### src/rtl/ds_inst_receiver_pkg.sv
// Shared constants and helpers for the fetch-to-decode receiver.
// Bus widths mirror the pipeline-wide definitions used by the fetch stage.
package ds_inst_receiver_pkg;

    localparam int PC_W        = 32;
    localparam int INST_W      = 32;
    localparam int FS_TO_DS_WD = PC_W + INST_W;
    localparam int BR_TO_FS_WD = 1 + PC_W;

    // Circular pointer increment that also handles non-power-of-two depths.
    function automatic int wrapInc(input int ptr, input int depth);
        return (ptr >= depth - 1) ? 0 : ptr + 1;
    endfunction

endpackage

### src/rtl/ds_inst_receiver_if.sv
// Fetch-to-decode handshake bundle plus the decode-side output handshake.
// master = fetch/decode environment, slave = ds_inst_receiver.
interface ds_inst_receiver_if #(
    parameter int DEPTH = 2,
    parameter int CNT_W = $clog2(DEPTH + 1)
);
    import ds_inst_receiver_pkg::*;

    logic                   fs_to_ds_valid;
    logic [FS_TO_DS_WD-1:0] fs_to_ds_bus;
    logic                   ds_allow_in;
    logic                   br_flush;
    logic                   out_ready;
    logic                   out_valid;
    logic [PC_W-1:0]        out_pc;
    logic [INST_W-1:0]      out_inst;
    logic [CNT_W-1:0]       occupancy;

    modport master (
        output fs_to_ds_valid, fs_to_ds_bus, br_flush, out_ready,
        input  ds_allow_in, out_valid, out_pc, out_inst, occupancy
    );

    modport slave (
        input  fs_to_ds_valid, fs_to_ds_bus, br_flush, out_ready,
        output ds_allow_in, out_valid, out_pc, out_inst, occupancy
    );

endinterface

### src/rtl/ds_inst_fifo.sv
// Small circular buffer holding {pc, inst} beats between fetch and decode.
// Flush and reset both empty it in one cycle; storage itself is not cleared.
module ds_inst_fifo
    import ds_inst_receiver_pkg::*;
#(
    parameter int DEPTH = 2,
    parameter int WIDTH = FS_TO_DS_WD,
    parameter int CNT_W = $clog2(DEPTH + 1)
) (
    input  logic             clk,
    input  logic             reset,
    input  logic             i_push,
    input  logic             i_pop,
    input  logic             i_flush,
    input  logic [WIDTH-1:0] i_data,
    output logic [WIDTH-1:0] o_head,
    output logic [CNT_W-1:0] o_count
);

    localparam int PTR_W = (DEPTH > 1) ? $clog2(DEPTH) : 1;

    logic [WIDTH-1:0] r_mem [DEPTH];
    logic [PTR_W-1:0] r_rdPtr;
    logic [PTR_W-1:0] r_wrPtr;
    logic [CNT_W-1:0] r_count;

    // Pointer and occupancy bookkeeping; flush discards everything held.
    always_ff @(posedge clk) begin
        if (reset || i_flush) begin
            r_rdPtr <= '0;
            r_wrPtr <= '0;
            r_count <= '0;
        end else begin
            if (i_push) begin
                r_wrPtr <= PTR_W'(wrapInc(int'(r_wrPtr), DEPTH));
            end
            if (i_pop) begin
                r_rdPtr <= PTR_W'(wrapInc(int'(r_rdPtr), DEPTH));
            end
            case ({i_push, i_pop})
                2'b10:   r_count <= r_count + 1'b1;
                2'b01:   r_count <= r_count - 1'b1;
                default: r_count <= r_count;
            endcase
        end
    end

    // Entry storage; written only on an accepted push.
    always_ff @(posedge clk) begin
        if (i_push) begin
            r_mem[r_wrPtr] <= i_data;
        end
    end

    assign o_head  = r_mem[r_rdPtr];
    assign o_count = r_count;

endmodule

### src/rtl/ds_inst_receiver.sv
// Decode-stage receiver: accepts fetch beats under valid/allow_in, buffers them
// so SRAM read data survives decode stalls, drops wrong-path beats on flush.
// Optional macro DS_RECV_BYPASS_EN forwards a beat straight to decode when the
// buffer is empty (zero-latency path); default build has one cycle of latency.
module ds_inst_receiver
    import ds_inst_receiver_pkg::*;
#(
    parameter int DEPTH = 2,
    parameter int CNT_W = $clog2(DEPTH + 1)
) (
    input  logic              clk,
    input  logic              reset,
    ds_inst_receiver_if.slave bus
);

    logic [CNT_W-1:0]       w_count;
    logic [FS_TO_DS_WD-1:0] w_head;
    logic                   w_empty;
    logic                   w_allowIn;
    logic                   w_bypass;
    logic                   w_push;
    logic                   w_pop;

    // allow_in looks only at held occupancy (plus reset), so out_ready and
    // br_flush never reach it combinationally; a full buffer frees up one
    // cycle after the pop.
    assign w_empty   = (w_count == '0);
    assign w_allowIn = reset || (w_count < CNT_W'(DEPTH));

`ifdef DS_RECV_BYPASS_EN
    assign w_bypass = w_empty && bus.fs_to_ds_valid && !bus.br_flush && !reset;
`else
    assign w_bypass = 1'b0;
`endif

    // A bypassed beat that decode takes immediately is never written.
    assign w_push = bus.fs_to_ds_valid && w_allowIn && !bus.br_flush && !reset
                    && !(w_bypass && bus.out_ready);
    assign w_pop  = !w_empty && bus.out_ready && !bus.br_flush;

    ds_inst_fifo #(
        .DEPTH (DEPTH),
        .WIDTH (FS_TO_DS_WD),
        .CNT_W (CNT_W)
    ) u_fifo (
        .clk     (clk),
        .reset   (reset),
        .i_push  (w_push),
        .i_pop   (w_pop),
        .i_flush (bus.br_flush),
        .i_data  (bus.fs_to_ds_bus),
        .o_head  (w_head),
        .o_count (w_count)
    );

    // Output mux: bypassed fetch beat, else the buffer head, else zeros.
    always_comb begin
        bus.out_valid = 1'b0;
        bus.out_pc    = '0;
        bus.out_inst  = '0;
        if (w_bypass) begin
            bus.out_valid = 1'b1;
            bus.out_pc    = bus.fs_to_ds_bus[FS_TO_DS_WD-1:INST_W];
            bus.out_inst  = bus.fs_to_ds_bus[INST_W-1:0];
        end else if (!w_empty) begin
            bus.out_valid = 1'b1;
            bus.out_pc    = w_head[FS_TO_DS_WD-1:INST_W];
            bus.out_inst  = w_head[INST_W-1:0];
        end
    end

    assign bus.ds_allow_in = w_allowIn;
    assign bus.occupancy   = w_count;

endmodule

### src/flat_wrapper.sv
// flat-port wrapper written by rule: the top's interface ports become plain ports
module ds_inst_receiver_flat import ds_inst_receiver_pkg::*;
#(
    parameter int DEPTH = 2,
    parameter int CNT_W = $clog2(DEPTH + 1)
)
  (clk, reset, bus_fs_to_ds_valid, bus_fs_to_ds_bus, bus_br_flush, bus_out_ready, bus_ds_allow_in, bus_out_valid, bus_out_pc, bus_out_inst, bus_occupancy);
  ds_inst_receiver_if #(.DEPTH(DEPTH), .CNT_W(CNT_W)) bus_i ();
  input  logic clk;
  input  logic reset;
  input wire logic [$bits(bus_i.fs_to_ds_valid)-1:0] bus_fs_to_ds_valid;
  input wire logic [$bits(bus_i.fs_to_ds_bus)-1:0] bus_fs_to_ds_bus;
  input wire logic [$bits(bus_i.br_flush)-1:0] bus_br_flush;
  input wire logic [$bits(bus_i.out_ready)-1:0] bus_out_ready;
  output wire logic [$bits(bus_i.ds_allow_in)-1:0] bus_ds_allow_in;
  output wire logic [$bits(bus_i.out_valid)-1:0] bus_out_valid;
  output wire logic [$bits(bus_i.out_pc)-1:0] bus_out_pc;
  output wire logic [$bits(bus_i.out_inst)-1:0] bus_out_inst;
  output wire logic [$bits(bus_i.occupancy)-1:0] bus_occupancy;
  assign bus_i.fs_to_ds_valid = bus_fs_to_ds_valid;
  assign bus_i.fs_to_ds_bus = bus_fs_to_ds_bus;
  assign bus_i.br_flush = bus_br_flush;
  assign bus_i.out_ready = bus_out_ready;
  assign bus_ds_allow_in = bus_i.ds_allow_in;
  assign bus_out_valid = bus_i.out_valid;
  assign bus_out_pc = bus_i.out_pc;
  assign bus_out_inst = bus_i.out_inst;
  assign bus_occupancy = bus_i.occupancy;
  ds_inst_receiver #(.DEPTH(DEPTH), .CNT_W(CNT_W)) u_core (.clk(clk), .reset(reset), .bus(bus_i));
endmodule
### config.mk
export PLATFORM = sky130hd
export DESIGN_NAME = ds_inst_receiver_flat
export DESIGN_NICKNAME = d
export VERILOG_FILES = /design/src/rtl/ds_inst_receiver_pkg.sv /design/src/rtl/ds_inst_receiver_if.sv /design/src/rtl/ds_inst_fifo.sv /design/src/rtl/ds_inst_receiver.sv /design/src/flat_wrapper.sv
export SDC_FILE = /design/constraint.sdc
export NUM_CORES = 1
export LEC_CHECK = 0
export BUFFER_PORTS_ARGS = -buffer_cell sky130_fd_sc_hd__clkbuf_2
export CAP_MARGIN = 15
export CORE_MARGIN = 5
export CORE_UTILIZATION = 56
export CTS_BUF_LIST = sky130_fd_sc_hd__clkbuf_4 sky130_fd_sc_hd__clkbuf_8 sky130_fd_sc_hd__clkbuf_16
export CTS_CLUSTER_DIAMETER = 30
export DETAILED_ROUTE_END_ITERATION = 16
export PLACE_DENSITY = 0.84
export SLEW_MARGIN = 0
export SYNTH_ARGS = -nofsm -noshare
export SYNTH_HDL_FRONTEND = slang
export SYNTH_SLANG_ARGS = --single-unit
export TNS_END_PERCENT = 1
### constraint.sdc
create_clock -name clk -period 8.6 [get_ports clk]
set_input_delay 0 -clock clk [delete_from_list [all_inputs] [get_ports clk]]
set_output_delay 0 -clock clk [all_outputs]
set_load 0.02 [all_outputs]
# Word level (Yosys, flattened, before mapping)
# Memories as Yosys holds them, arrays and structs flattened. A register that Yosys moved wholly into a read port is not among the register bits.
# Index checks and enable logic that the tools add are counted.
# classes
magnitude_cmp	3
n_addsub	4
eq_ne	2
reduce_logical	12
mux	10
# op_table
op	count
$mux 32	2
$mux 1	7
$logic_and 1x1->1	5
$pmux 2 s2	1
$logic_not 1->1	3
$add 1x1->1 const B	2
$add 2x1->2 const B	1
$eq 2x1->1 const B	1
$eq 2x2->1 const B	1
$ge 1x1->1 const B	2
$logic_not 2->1	1
$logic_or 1x1->1	2
$lt 2x2->1 const B	1
$reduce_bool 2->1	1
$sub 2x1->2 const B	1
# totals
regBits	4
memories	1
output_inout_bits	68
ramBits	128
# mem_list
name	words	width	rd	rd_ports_with_merged_regs	wr	line	source
u_core.u_fifo.r_mem	2	64	1	1	1	ds_inst_fifo.sv:22	logic [WIDTH-1:0] r_mem [DEPTH];

# Logic depth before layout (Yosys ltp)
# Gate-level depths: netlist of run 1.
# depth
depth_word	7
ltp_mapped	6
depth_no_buf	6

# Cells and area by module
# From an unflattened synthesis of run 1, not the netlist that was laid out.
# hier_totals
hier_cells	294
area_unflattened_um2	5341.4
# by_module_without_submodules
mod	cells_per_inst	area_per_inst_um2	instances	seq_area_each_um2
ds_inst_fifo	219	4799.6	1	3943.8
ds_inst_receiver	75	541.8	1	0.0

# Worst setup path after synthesis of run 1
# OpenSTA, ideal clock, no wires.
# synth_timing
kind	register to register
startpoint	register u_core.u_fifo.r_count[1], in the netlist u_core.u_fifo.o_count[1]
endpoint	memory u_core.u_fifo.r_mem[0][0] (netlist name) (enable)
path_stages_with_launch	4
synth_period_minus_slack_ns	3.876
path_slack_ns	4.724
arrival_ns	3.390
required_ns	8.114
setup_time_ns	0.486
path_cell_list	dfxtp_1 nor2b_1 nand2_1 nor2_1
# synth_between
elab_chain_len	7
# synth_rtl
item	line	source
start: declaration	ds_inst_fifo.sv:25	logic [CNT_W-1:0] r_count;
start signal: assignment	ds_inst_fifo.sv:41	2'b10: r_count <= r_count + 1'b1;
start signal: assignment	ds_inst_fifo.sv:42	2'b01: r_count <= r_count - 1'b1;
start signal: assignment	ds_inst_fifo.sv:43	default: r_count <= r_count;
$lt 2x2->1	ds_inst_receiver.sv:28	assign w_allowIn = reset || (w_count < CNT_W'(DEPTH));
$logic_or 1x1->1	ds_inst_receiver.sv:28	
$logic_and 1x1->1 (3 in a row)	ds_inst_receiver.sv:37	assign w_push = bus.fs_to_ds_valid && w_allowIn && !bus.br_flush && !reset
$mux 1	ds_inst_fifo.sv:50	if (i_push) begin
$mux 1 (implied by the code)	ds_inst_fifo.sv:51	r_mem[r_wrPtr] <= i_data;
end: declaration	ds_inst_fifo.sv:22	
# Every way passes these cells.

# Worst setup path after layout of run 1
# layout_timing
startpoint	register u_core.u_fifo.r_count[1], in the netlist u_core.u_fifo.o_count[1]
endpoint	memory u_core.u_fifo.r_mem[0][47] (netlist name) (enable)
# Same word-level chain as after synthesis.

==> results of run 1 <==
-- metal layers --
layer,up-vias,part of all wire,global-route usage
met1,1531,0.39,0.2418
met4,0,0.0072,0.04749
met5,-,0,0
li1,1529,-,-
met2,108,0.53,0.3638
met3,8,0.066,0.07891
-- sequential cells by signal, indices dropped and copies added (netlist names), named ones only --
signal / cells
u_core.u_fifo.r_mem: 128
u_core.u_fifo.o_count: 2
u_core.u_fifo.r_rdPtr: 1
u_core.u_fifo.r_wrPtr: 1
-- where the power goes --
part,internal (mW),switching [mW]
clock,0.443,0.263
combinational,0.0414,0.0385
sequential,0.724,0.00467
-- cell families (layout without fill, tap and decap cells) --
logic type	count (synthesis)	in the layout	share of synthesized area
fa+ha+maj	1	1	0.002482
compound gates	3	3	0.003475
mux	64	64	0.1271
xor+xnor	4	4	0.006951
flops	133	133	0.7823
buf+inv	15	241	0.01737
simple gates	77	77	0.06031
-- layout by cell type (no fill, tap or decap), drive strengths merged --
cell           n
clkbuf       153
nor2          68
xor2           2
or3            1
nand2b         1
xnor2          2
inv            5
bufinv         3
buf            3
ha             1
and3           1
dfxtp          5
nand2          1
edfxtp       128
nor2b          1
mux2i         64
o21ai          2
a21boi         1
dlygate4sd3   69
nor3           4
clkinvlp       2
clkinv         6
-- final timing paths --
kind	start	end	slack, ns	cells after the start
max	u_core.u_fifo.o_count[1]	u_core.u_fifo.r_mem[0][47]	6.10	4
min	bus_fs_to_ds_bus[51]	u_core.u_fifo.r_mem[0][51]	0.22	2
max reg2reg	u_core.u_fifo.o_count[1]	u_core.u_fifo.r_mem[0][47]	6.10	4
min reg2reg	u_core.u_fifo.r_rdPtr	u_core.u_fifo.r_rdPtr	0.60	2
-- cell type report --
type | instances | area share
repair buffers | 208 | 0.1964
well taps | 108 | 0.01904
clock inverters | 15 | 0.02486
inverters | 1 | 0.0005289
flip-flops and latches | 133 | 0.5562
multi-input cells | 149 | 0.1446
clock buffers | 17 | 0.05836
-- stage by stage --
step           total power, mW  std cells  setup slack [ns]  hold WS, ns  utilization
4_1_cts                  1.525        631             6.073       0.2005       0.8098
5_1_grt                  1.568        631             5.904       0.1968       0.8098
3_3_place_gp            0.7922        530             6.216       0.1880       0.6636
2_1_floorplan           0.7652        297             4.724      0.07664            -
3_5_place_dp            0.7952        530             6.064       0.1926       0.6636
6_report                 1.514        631             6.097       0.2185       0.8098
==> impl_metrics.ini, run 1 <==
[status]
status = completed

[timing]
tightest_slew_ns = 1.113
fmax_mhz = 399.5
rsz0062_at_grt = false
relSlewSlack = 0.2579
setup_viol = 0
slew_violations = 0
period_minus_slack_ns = 2.503
hold_violations = 0
min_period_over_period = 0.2910
finalSetupTns_ns = 0
finalClockSkew_ns = 0.006459

[clock_tree]
cts_tree = done
cts_resized = 0
cts.htree.levels = 4
cts-root-buf = clkbuf_8
insertion_delay_ns = 0.50
post_cts_buffers = 0
cts_hold_buf = 69
numCtsBuffers = 17
path_clk_slew_ns = 0.06
cts_sinks = 133
clockBufferDepth = 2

[yosys]
yosys-top-cells-area = edfxtp_1 76%, mux2i_1 13%, nor2_1 5.1%
ys_warn_count = 0
ys_seq_area_frac = 0.7823
synth_nets = 367
synth_edf_count = 128
synth_top_cell_by_area = edfxtp_1
ys_types = 19
synth_area_sq_mm = 0.005041
synthTopCellsByCount = 128 x edfxtp_1, 68 x nor2_1, 64 x mux2i_1, 7 x buf_2, 6 x buf_4
synth_area_per_cell_sq_um = 16.97
synth-seq-cells = 133
synthArstFlopShare = 0
synth.most_common_cell = edfxtp_1
syn_inst = 297
yosys.area.top_type_share = 0.7625
ys.flop_type = edfxtp_1

[detailed_routing]
via_count = 3176
drcViolationCount = 0
drtAntennaViolNets = 0
first_pass_iters = 4
avgViaCountPerCell = 5.033
drt-total-wl_mm = 11.03
dr.first_iter.drc_count = 151
wl_per_cell_um = 17.48

[worst_setup_path]
path_cells = nor2b_1, nand2_1, nor2_4, buf_4
critPathKind = flip-flop to flip-flop
critPathRequiredTime_ns = 8.75
crit_buf_inv = 1
crit_fanout = 34
startpoint_type = flip-flop
cpPeakStageDelay_ns = 0.77
crit_arrival_ns = 2.65
slowest_stage = nor2_4
crit_family = simple AND/OR/NAND/NOR gates
critPathCaptureType = flip-flop

[placed_design]
port_buffers = 136
gp_congestion = 0.7902
hpwl_mm = 6.112
placed_area_sq_mm = 0.005816

[floorplan]
io_pins = 137
fp.dieW_um = 104.9
dieArea_sq_mm = 0.01100
rows = 34
start_util = 0.5752
die_y_um = 104.9
core_area_sq_mm = 0.008763

[grt]
grt_pass1_wl_mm = 17.57
grt_usage = 0.2073
grt_overflow_total = 0
antenna_found_initial = 0
grt_pass1_vias = 3348
grt_start_max_net_pins = 65

[final_layout]
multi_input_area_sq_mm = 0.001026
seqCellArea_sq_mm = 0.003948
fin_nets = 580
n_fill_cell = 458
final_cell_area_sq_mm = 0.007097
area_growth_pct = 40.78
drive_above_1_share = 0.3327
antenna_cells = 0

[power_and_ir_drop]
powerDensity_mw_per_mm2 = 213.3
peakVddDrop_mv = 0.1395
total_leakage_power_nw = 2.657

[hold_path]
hold_path.class = input port to flip-flop

[job]
drv_cap = 0
Power figures use the tool's default switching activity.
==> inputs of run 2 (changes only) <==
Settings changed: CORE_UTILIZATION 56 to 47, PLACE_DENSITY 0.84 to 0.76.
Clock period 8.6 ns to 2.17 ns, I/O delays scaled along.
==> impl_metrics.ini, run 2 (synthesis results as in run 1) <==
[worst_setup_path]
reg2reg_from = u_core.u_fifo.o_count[1]
regToRegSetupSlack_ns = 0.42
crit_arrival_ns = 1.81
critPathRequiredTime_ns = 2.17
critPathCaptureType = output port
critPathKind = flip-flop to output port
startpoint_type = flip-flop
crit_fanout = 16

[timing]
finalClockSkew_ns = 0.008462
finalSetupTns_ns = 0
setup_viol = 0
relSlewSlack = 0.6901
hold_violations = 0
tightest_slew_ns = 0.4648
rsz0062_at_grt = false
slew_violations = 0
fmax_mhz = 553.4
period_minus_slack_ns = 1.807
min_period_over_period = 0.8327

[final_layout]
drive_above_1_share = 0.3422
area_growth_pct = 41.65
finish.utilization = 0.6855
stdcell_count = 665
final_cell_mix = 136 x clkbuf_2, 128 x edfxtp_1, 69 x dlygate4sd3_1, 66 x nor2_1, 64 x mux2i_1
final_common_cell = clkbuf_2
fin_nets = 586
largest_register = u_core.u_fifo.r_mem
antenna_cells = 0
final_cell_area_sq_mm = 0.007141
largest_register_ffs = 128

[detailed_routing]
first_pass_iters = 4
drt-total-wl_mm = 10.42
via_count = 3195
drtAntennaViolNets = 0
dr.first_iter.drc_count = 148
avgViaCountPerCell = 4.805
wl_per_cell_um = 15.67
drcViolationCount = 0

[hold_path]
hold_path.class = input port to flip-flop
hp-start = bus_fs_to_ds_bus[19]

[clock_tree]
path_clk_slew_ns = 0.07
cts_resized = 0
cts_sinks = 133
cts_tree = done
post_cts_buffers = 0
clockBufferDepth = 2
cts_hold_buf = 69
insertion_delay_ns = 0.50
cts-root-buf = clkbuf_8
cts.htree.levels = 4
numCtsBuffers = 17

[power_and_ir_drop]
pwr-share-clk = 0.437
seqPwrFrac = 0.506
p_int_mw = 4.473
switching_share = 0.2135
power_mw = 5.688
peakVddDrop_mv = 0.5983
power_switching_mw = 1.214
total_leakage_power_nw = 2.656
p_comb_frac = 0.056
powerDensity_mw_per_mm2 = 796.5

[floorplan]
start_util = 0.4840
dieArea_sq_mm = 0.01290
io_pins = 137
core_area_sq_mm = 0.01042
die_y_um = 113.6
fp.dieW_um = 113.6
rows = 37

[grt]
grt_pass1_wl_mm = 16.73
grt_pass1_vias = 3421
grt_overflow_total = 0
grt_usage = 0.1678
grt_start_max_net_pins = 40
antenna_found_initial = 0

[placed_design]
gp_congestion = 0.7508
hpwl_mm = 6.218
placed_area_sq_mm = 0.005921
port_buffers = 136
placed_cells = 564

[job]
drv_cap = 0

[status]
status = completed
[run 2: changes by cell type in the layout (fill, tap and decap cells not counted)]
cell	before	now
buf_12	0	2
clkinv_1	1	0
clkinv_2	3	2
clkinvlp_4	2	5
clkbuf_4	0	2
buf_4	3	7
bufinv_16	3	0
[run 2: per-layer routing]
metal  share of wire  global-route usage  vias up
met5               0                   0        -
li1                -                   -     1541
met4           0.011             0.04808        0
met2            0.53              0.3015      117
met1            0.38              0.1894     1526
met3           0.073             0.05676       11
[run 2: per-stage QoR]
stage               hold slack, ns  worst slack, ns
finish                      0.2260           0.3631
detailed placement          0.1935           0.4677
global route                0.2011           0.2488
floorplan                  0.07668          -0.4633
global placement            0.1888           0.5601
CTS                         0.2014           0.3190
[run 2: cell type report]
class	instances	area, sq um
fill	699	3276
inverter	1	3.754
tap	136	170.2
clock inverter	13	100.1
timing repair buffer	214	1464
clock buffer	19	429.2
multi-input combinational	149	1026
sequential	133	3948
[run 2: worst paths after layout]
path | depth (start not counted) | end
worst max-delay path | 4 | bus_out_inst[3]
worst max register to register | 5 | u_core.u_fifo.o_count[1]
worst min register to register | 2 | u_core.u_fifo.r_rdPtr
worst min-delay path | 2 | u_core.u_fifo.r_mem[0][19]
[run 2: power by group through the flow]
stage | logic [mW] | clock network, mW | registers, mW
2_1_floorplan | 0.0977 | 0 | 2.93
3_3_place_gp | 0.215 | 0 | 2.93
5_1_grt | 0.350 | 2.69 | 2.88
4_1_cts | 0.319 | 2.54 | 2.88
6_report | 0.320 | 2.49 | 2.88
3_5_place_dp | 0.222 | 0 | 2.93
[run 2: worst max-delay path: stages (launching register included)]
cell and delay [ns]:
dfxtp_4 0.47, buf_4 0.33, mux2i_1 0.25, nor2_1 0.08, clkbuf_2 0.18
